**src/rtl/apb_cmd_master.sv**
```systemverilog
// apb_cmd_master
// Single-outstanding APB master. A command accepted on the valid/ready port
// becomes one APB transfer (SETUP, then ACCESS until PREADY). The result comes
// back on the valid/ready response port. A wait counter bounds the ACCESS
// phase, so a slave that never raises PREADY produces an error response
// instead of hanging the bus.
module apb_cmd_master #(
  parameter int DATAWIDTH = 32,
  parameter int ADDRWIDTH = 8,
  parameter int TIMEOUT   = 16
) (
  input  logic                 PCLK,
  input  logic                 PRESET,
  // command port
  input  logic                 cmd_valid,
  output logic                 cmd_ready,
  input  logic                 cmd_write,
  input  logic [ADDRWIDTH-1:0] cmd_addr,
  input  logic [DATAWIDTH-1:0] cmd_wdata,
  // response port
  output logic                 rsp_valid,
  input  logic                 rsp_ready,
  output logic [DATAWIDTH-1:0] rsp_rdata,
  output logic                 rsp_err,
  // APB master side
  output logic                 PSEL,
  output logic                 PENABLE,
  output logic                 PWRITE,
  output logic [ADDRWIDTH-1:0] PADDR,
  output logic [DATAWIDTH-1:0] PWDATA,
  input  logic [DATAWIDTH-1:0] PRDATA,
  input  logic                 PREADY
);

  localparam int CNTW = $clog2(TIMEOUT) + 1;
  // Counter value seen during the last ACCESS cycle the slave is allowed.
  localparam logic [CNTW-1:0] CNT_LAST = CNTW'(TIMEOUT - 1);

  typedef enum logic [1:0] {
    IDLE   = 2'd0,
    SETUP  = 2'd1,
    ACCESS = 2'd2,
    RESP   = 2'd3
  } state_t;

  state_t                 state;
  state_t                 state_nxt;
  logic [CNTW-1:0]        cnt;
  logic [CNTW-1:0]        cnt_nxt;
  logic                   timeout_hit;

  logic                   psel_nxt;
  logic                   penable_nxt;
  logic                   pwrite_nxt;
  logic [ADDRWIDTH-1:0]   paddr_nxt;
  logic [DATAWIDTH-1:0]   pwdata_nxt;
  logic                   rsp_valid_nxt;
  logic [DATAWIDTH-1:0]   rsp_rdata_nxt;
  logic                   rsp_err_nxt;

  // The only combinational output: a new command can be taken only when idle.
  assign cmd_ready   = (state == IDLE);
  assign timeout_hit = (cnt == CNT_LAST);

  // State register; reset abandons any transfer in flight.
  always_ff @(posedge PCLK or posedge PRESET) begin
    if (PRESET) begin
      state <= IDLE;
    end else begin
      state <= state_nxt;
    end
  end

  // Next-state decode; PREADY and the timeout both end ACCESS.
  always_comb begin
    state_nxt = state;
    case (state)
      IDLE:    if (cmd_valid)               state_nxt = SETUP;
      SETUP:                                state_nxt = ACCESS;
      ACCESS:  if (PREADY || timeout_hit)   state_nxt = RESP;
      RESP:    if (rsp_valid && rsp_ready)  state_nxt = IDLE;
      default:                              state_nxt = IDLE;
    endcase
  end

  // Next values of the registered outputs and the wait counter.
  always_comb begin
    psel_nxt      = PSEL;
    penable_nxt   = PENABLE;
    pwrite_nxt    = PWRITE;
    paddr_nxt     = PADDR;
    pwdata_nxt    = PWDATA;
    rsp_valid_nxt = rsp_valid;
    rsp_rdata_nxt = rsp_rdata;
    rsp_err_nxt   = rsp_err;
    cnt_nxt       = cnt;
    case (state)
      IDLE: begin
        if (cmd_valid) begin
          psel_nxt    = 1'b1;
          penable_nxt = 1'b0;
          pwrite_nxt  = cmd_write;
          paddr_nxt   = cmd_addr;
          pwdata_nxt  = cmd_wdata;
        end
      end
      SETUP: begin
        penable_nxt = 1'b1;
        cnt_nxt     = '0;
      end
      ACCESS: begin
        // PREADY is checked first so a completion in the last allowed
        // cycle still counts as success.
        if (PREADY) begin
          rsp_rdata_nxt = PWRITE ? '0 : PRDATA;
          rsp_err_nxt   = 1'b0;
          rsp_valid_nxt = 1'b1;
          psel_nxt      = 1'b0;
          penable_nxt   = 1'b0;
        end else if (timeout_hit) begin
          rsp_rdata_nxt = '0;
          rsp_err_nxt   = 1'b1;
          rsp_valid_nxt = 1'b1;
          psel_nxt      = 1'b0;
          penable_nxt   = 1'b0;
        end else begin
          cnt_nxt = cnt + CNTW'(1);
        end
      end
      RESP: begin
        // Data and status stay put after the handshake; only valid drops.
        if (rsp_ready) rsp_valid_nxt = 1'b0;
      end
      default: begin
        psel_nxt      = 1'b0;
        penable_nxt   = 1'b0;
        rsp_valid_nxt = 1'b0;
      end
    endcase
  end

  // Output and counter registers; reset forces the bus idle immediately.
  always_ff @(posedge PCLK or posedge PRESET) begin
    if (PRESET) begin
      PSEL      <= 1'b0;
      PENABLE   <= 1'b0;
      PWRITE    <= 1'b0;
      PADDR     <= '0;
      PWDATA    <= '0;
      rsp_valid <= 1'b0;
      rsp_rdata <= '0;
      rsp_err   <= 1'b0;
      cnt       <= '0;
    end else begin
      PSEL      <= psel_nxt;
      PENABLE   <= penable_nxt;
      PWRITE    <= pwrite_nxt;
      PADDR     <= paddr_nxt;
      PWDATA    <= pwdata_nxt;
      rsp_valid <= rsp_valid_nxt;
      rsp_rdata <= rsp_rdata_nxt;
      rsp_err   <= rsp_err_nxt;
      cnt       <= cnt_nxt;
    end
  end

endmodule

```
**config.mk**
```make
export PLATFORM = sky130hd
export DESIGN_NAME = apb_cmd_master
export DESIGN_NICKNAME = d
export VERILOG_FILES = /design/src/rtl/apb_cmd_master.sv
export SDC_FILE = /design/constraint.sdc
export NUM_CORES = 1
export LEC_CHECK = 0
export BUFFER_PORTS_ARGS = -buffer_cell sky130_fd_sc_hd__buf_2
export CAP_MARGIN = 5
export CELL_PAD_IN_SITES_DETAIL_PLACEMENT = 0
export CELL_PAD_IN_SITES_GLOBAL_PLACEMENT = 1
export CORE_UTILIZATION = 38
export CTS_CLUSTER_SIZE = 20
export DETAILED_ROUTE_END_ITERATION = 12
export MAX_ROUTING_LAYER = met4
export PLACE_DENSITY = 0.95
export SLEW_MARGIN = 10
export SYNTH_ARGS = -nofsm -noshare
export SYNTH_HDL_FRONTEND = slang
export SYNTH_SLANG_ARGS = --single-unit
export TNS_END_PERCENT = 100
```
**constraint.sdc**
```tcl
create_clock -name PCLK -period 5.1 [get_ports PCLK]
set_input_delay 0.255 -clock PCLK [delete_from_list [all_inputs] [get_ports PCLK]]
set_output_delay 0.255 -clock PCLK [all_outputs]
set_load 0.01 [all_outputs]
```
==> flow_metrics.env <==
export IMPL_vias_per_cell=4.836
export IMPL_ant_nets=0
export IMPL_fp_dieH_um=94.37
export IMPL_num_rows=33
export IMPL_grt_pass1_vias=2287
export IMPL_syn_cell_area_um2=3242
export IMPL_drtIter0Drc=34
export IMPL_slew_violations=0
export IMPL_antenna_found_initial=0
export IMPL_clock_skew_ns=0.01073
export IMPL_fin_area_um2=4345
export IMPL_hold_class="in -> reg"
export IMPL_cts_hold_buf=0
export IMPL_fmax_mhz=465.3
export IMPL_dpl_cell_area_um2=4123
export IMPL_diodes=0
export IMPL_drcViolationCount=0
export IMPL_arrival_ns=2.43
export IMPL_critPathLaunchType="register"
export IMPL_p_leak_uw=0.002277
export IMPL_ys_warn_count=0
export IMPL_fillers=720
export IMPL_tns_ns=0
export IMPL_cts_made_buffers=9
export IMPL_vias=2336
export IMPL_grtUsageTotal_pct=16.92
export IMPL_grt_pass1_wl_um=11050
export IMPL_post_drt_wl_per_cell_um=14.71
export IMPL_h_tree_depth=3
export IMPL_clockRootBuffer="clkbuf_8"
export IMPL_io_pins=156
export IMPL_worst_pin_slew_ns=1.014
export IMPL_synthesis_nets=302
export IMPL_avgSynthCellArea_um2=14.94
export IMPL_drt_pass1_iterations=4
export IMPL_layout_area_overhead_vs_synth_pct=34.04
export IMPL_cts_clk_slew_worst_paths_ns=0.08
export IMPL_cts_tree="yes"
export IMPL_yosys_cell_types_count=27
export IMPL_die_x_um=94.37
export IMPL_reg2reg_slack_ns=2.95
export IMPL_cp_required_ns=5.38
export IMPL_synth_seq_cells=84
export IMPL_portBuffers=155
export IMPL_ctsResizeCount=0
export IMPL_insertion_delay_ns=0.34
export IMPL_final_layout_size_suffix_gt1_share_pct=58.73
export IMPL_min_period_ns=2.149
export IMPL_cap_violations=0
export IMPL_hold_viol_final=0
export IMPL_rsz0062_at_grt="false"
export IMPL_cts_buffer_depth=2
export IMPL_design_core_area_um2=8217
export IMPL_grt_ovfl_total=0
export IMPL_start_util_pct=39.45
export IMPL_grt_max_degree=85
export IMPL_clkSinkCount=84
export IMPL_ys_seq_area_share_pct=64.84
export IMPL_max_slew_margin_pct=32.40
export IMPL_outcome="completed"
export IMPL_totalWireLength_um=7104
export IMPL_fin_crit_sh_pct=42.14
export IMPL_synth_cells=217
export IMPL_dp_hpwl_um=5132
export IMPL_ir_worst_vdd_v=0.0002566
export IMPL_endpoint_kind="register"
export IMPL_dieArea_um2=8905
export IMPL_gp_congestion=0.7696
export IMPL_seq_area_um2=2102
export IMPL_final_setup_viol_count=0
export IMPL_criticalPathCategory="reg -> reg"
export IMPL_multi_input_area_um2=1067
export IMPL_cts_setup_buffers=0
export IMPL_cellPowerDensity_nw_per_um2=604.5
export IMPL_nNetsFinal=459
export IMPL_path_max_fanout=22
==> synth_stat cells <==
library cell / count / share of area [%]
a21boi_0: 1 / 0.23
a21oi_1: 2 / 0.31
a21oi_2: 1 / 0.27
a22o_1: 33 / 8.9
a32o_1: 1 / 0.31
and3_1: 1 / 0.19
buf_2: 8 / 1.2
buf_4: 1 / 0.23
clkbuf_1: 3 / 0.35
dfrtp_1: 84 / 65
ha_1: 7 / 2.7
inv_1: 6 / 0.69
mux2_2: 43 / 15
mux2i_1: 3 / 0.93
nand2_1: 7 / 0.81
nand2b_1: 1 / 0.19
nand3_1: 3 / 0.46
nand4_1: 1 / 0.19
nor2_1: 1 / 0.12
nor2b_1: 1 / 0.19
nor3_1: 2 / 0.31
nor3b_2: 1 / 0.39
o21a_1: 1 / 0.23
o21ai_0: 2 / 0.31
o21ai_1: 1 / 0.15
or3b_1: 1 / 0.27
or4_1: 1 / 0.23
==> worst paths after layout <==
kind | startpoint | cells after the start | end
min reg2reg | cnt[3] | 1 | cnt[3]
max reg2reg | cnt[0] | 6 | rsp_rdata[1]
max | cnt[0] | 6 | rsp_rdata[1]
min in group asynchronous | PRESET | 3 | PWDATA[16]
max in group asynchronous | PRESET | 3 | cnt[2]
min | PRDATA[29] | 2 | rsp_rdata[29]
==> per-layer routing <==
| metal | global-route usage (%) | wire length, um | vias to the layer above |
|---|---|---|---|
| li1 | - | - | 1098 |
| met1 | 21.11 | 3155 | 1131 |
| met2 | 26.63 | 3376 | 95 |
| met3 | 3.623 | 469 | 12 |
| met4 | 7.308 | 103 | 0 |
| met5 | - | 0 | - |
==> worst max-delay path, stage by stage (launching register included) <==
cell and delay, ns:
dfrtp_1 0.41, ha_1 0.21, and3_1 0.19, ha_1 0.24, o21ai_2 0.47, buf_4 0.37
a22o_1 0.19
==> report_power, final <==
group,total (uW),internal (uW),switching [uW]
logic,1010,521,488
registers,1100,952,143
clock network,523,289,234
total,2630,1760,865
==> cell usage in the layout (no fill, tap or decap) <==
master      count
inv_1           5
inv_6           1
o21ai_2         1
nand2_2         1
nand3_1         3
mux2_2         43
nor2b_1         1
clkinv_4        1
nand2b_1        1
or3b_1          1
ha_1            7
o21ai_0         2
a21oi_1         2
buf_2         155
clkinvlp_4      1
and3_1          1
nand4_1         1
buf_4           3
a22o_1         33
mux2i_1         3
nor3_1          2
or4_1           1
a32o_1          1
nor2_2          1
o21a_1          1
bufinv_16       2
dfrtp_1        84
a21boi_0        1
nor3b_2         1
a21oi_2         1
nand2_1         6
clkbuf_8       10
clkinv_2        1
==> registers in the layout (all words and copies together), names as in the netlist <==
name and flops:
rsp_err 1, PWRITE 1, PWDATA 32, rsp_valid 1
cnt 5, state 2, rsp_rdata 32, PENABLE 1
PSEL 1, PADDR 8
==> logic make-up after synthesis <==
group,after synthesis,synth area share [%]
flip-flops,84,64.84
multiplexers,46,15.86
AO/OA/AOI/OAI,42,10.73
AND/OR/NAND/NOR,20,3.358
buffers and inverters,18,2.509
adder cells (fa/ha/maj),7,2.702
==> layout make-up <==
class	instances	area share, %
well taps	105	3.023
multi-input cells	115	24.56
clock inverters	5	1.958
inverters	6	0.5471
clock buffers	10	3.167
repair buffers	158	18.37
flip-flops and latches	84	48.37
==> through the flow <==
stage	instances	hold WS [ns]	util [%]	worst slack (ns)	total power (uW)
2_1_floorplan	217	0.3407	-	2.680	1722
3_3_place_gp	468	0.4622	50.18	3.036	2086
3_5_place_dp	468	0.4596	50.18	2.927	2133
4_1_cts	483	0.1001	52.89	2.924	2662
5_1_grt	483	0.1035	52.89	2.759	2816
6_report	483	0.1184	52.89	2.951	2627
(Power assumes the default switching activity.)
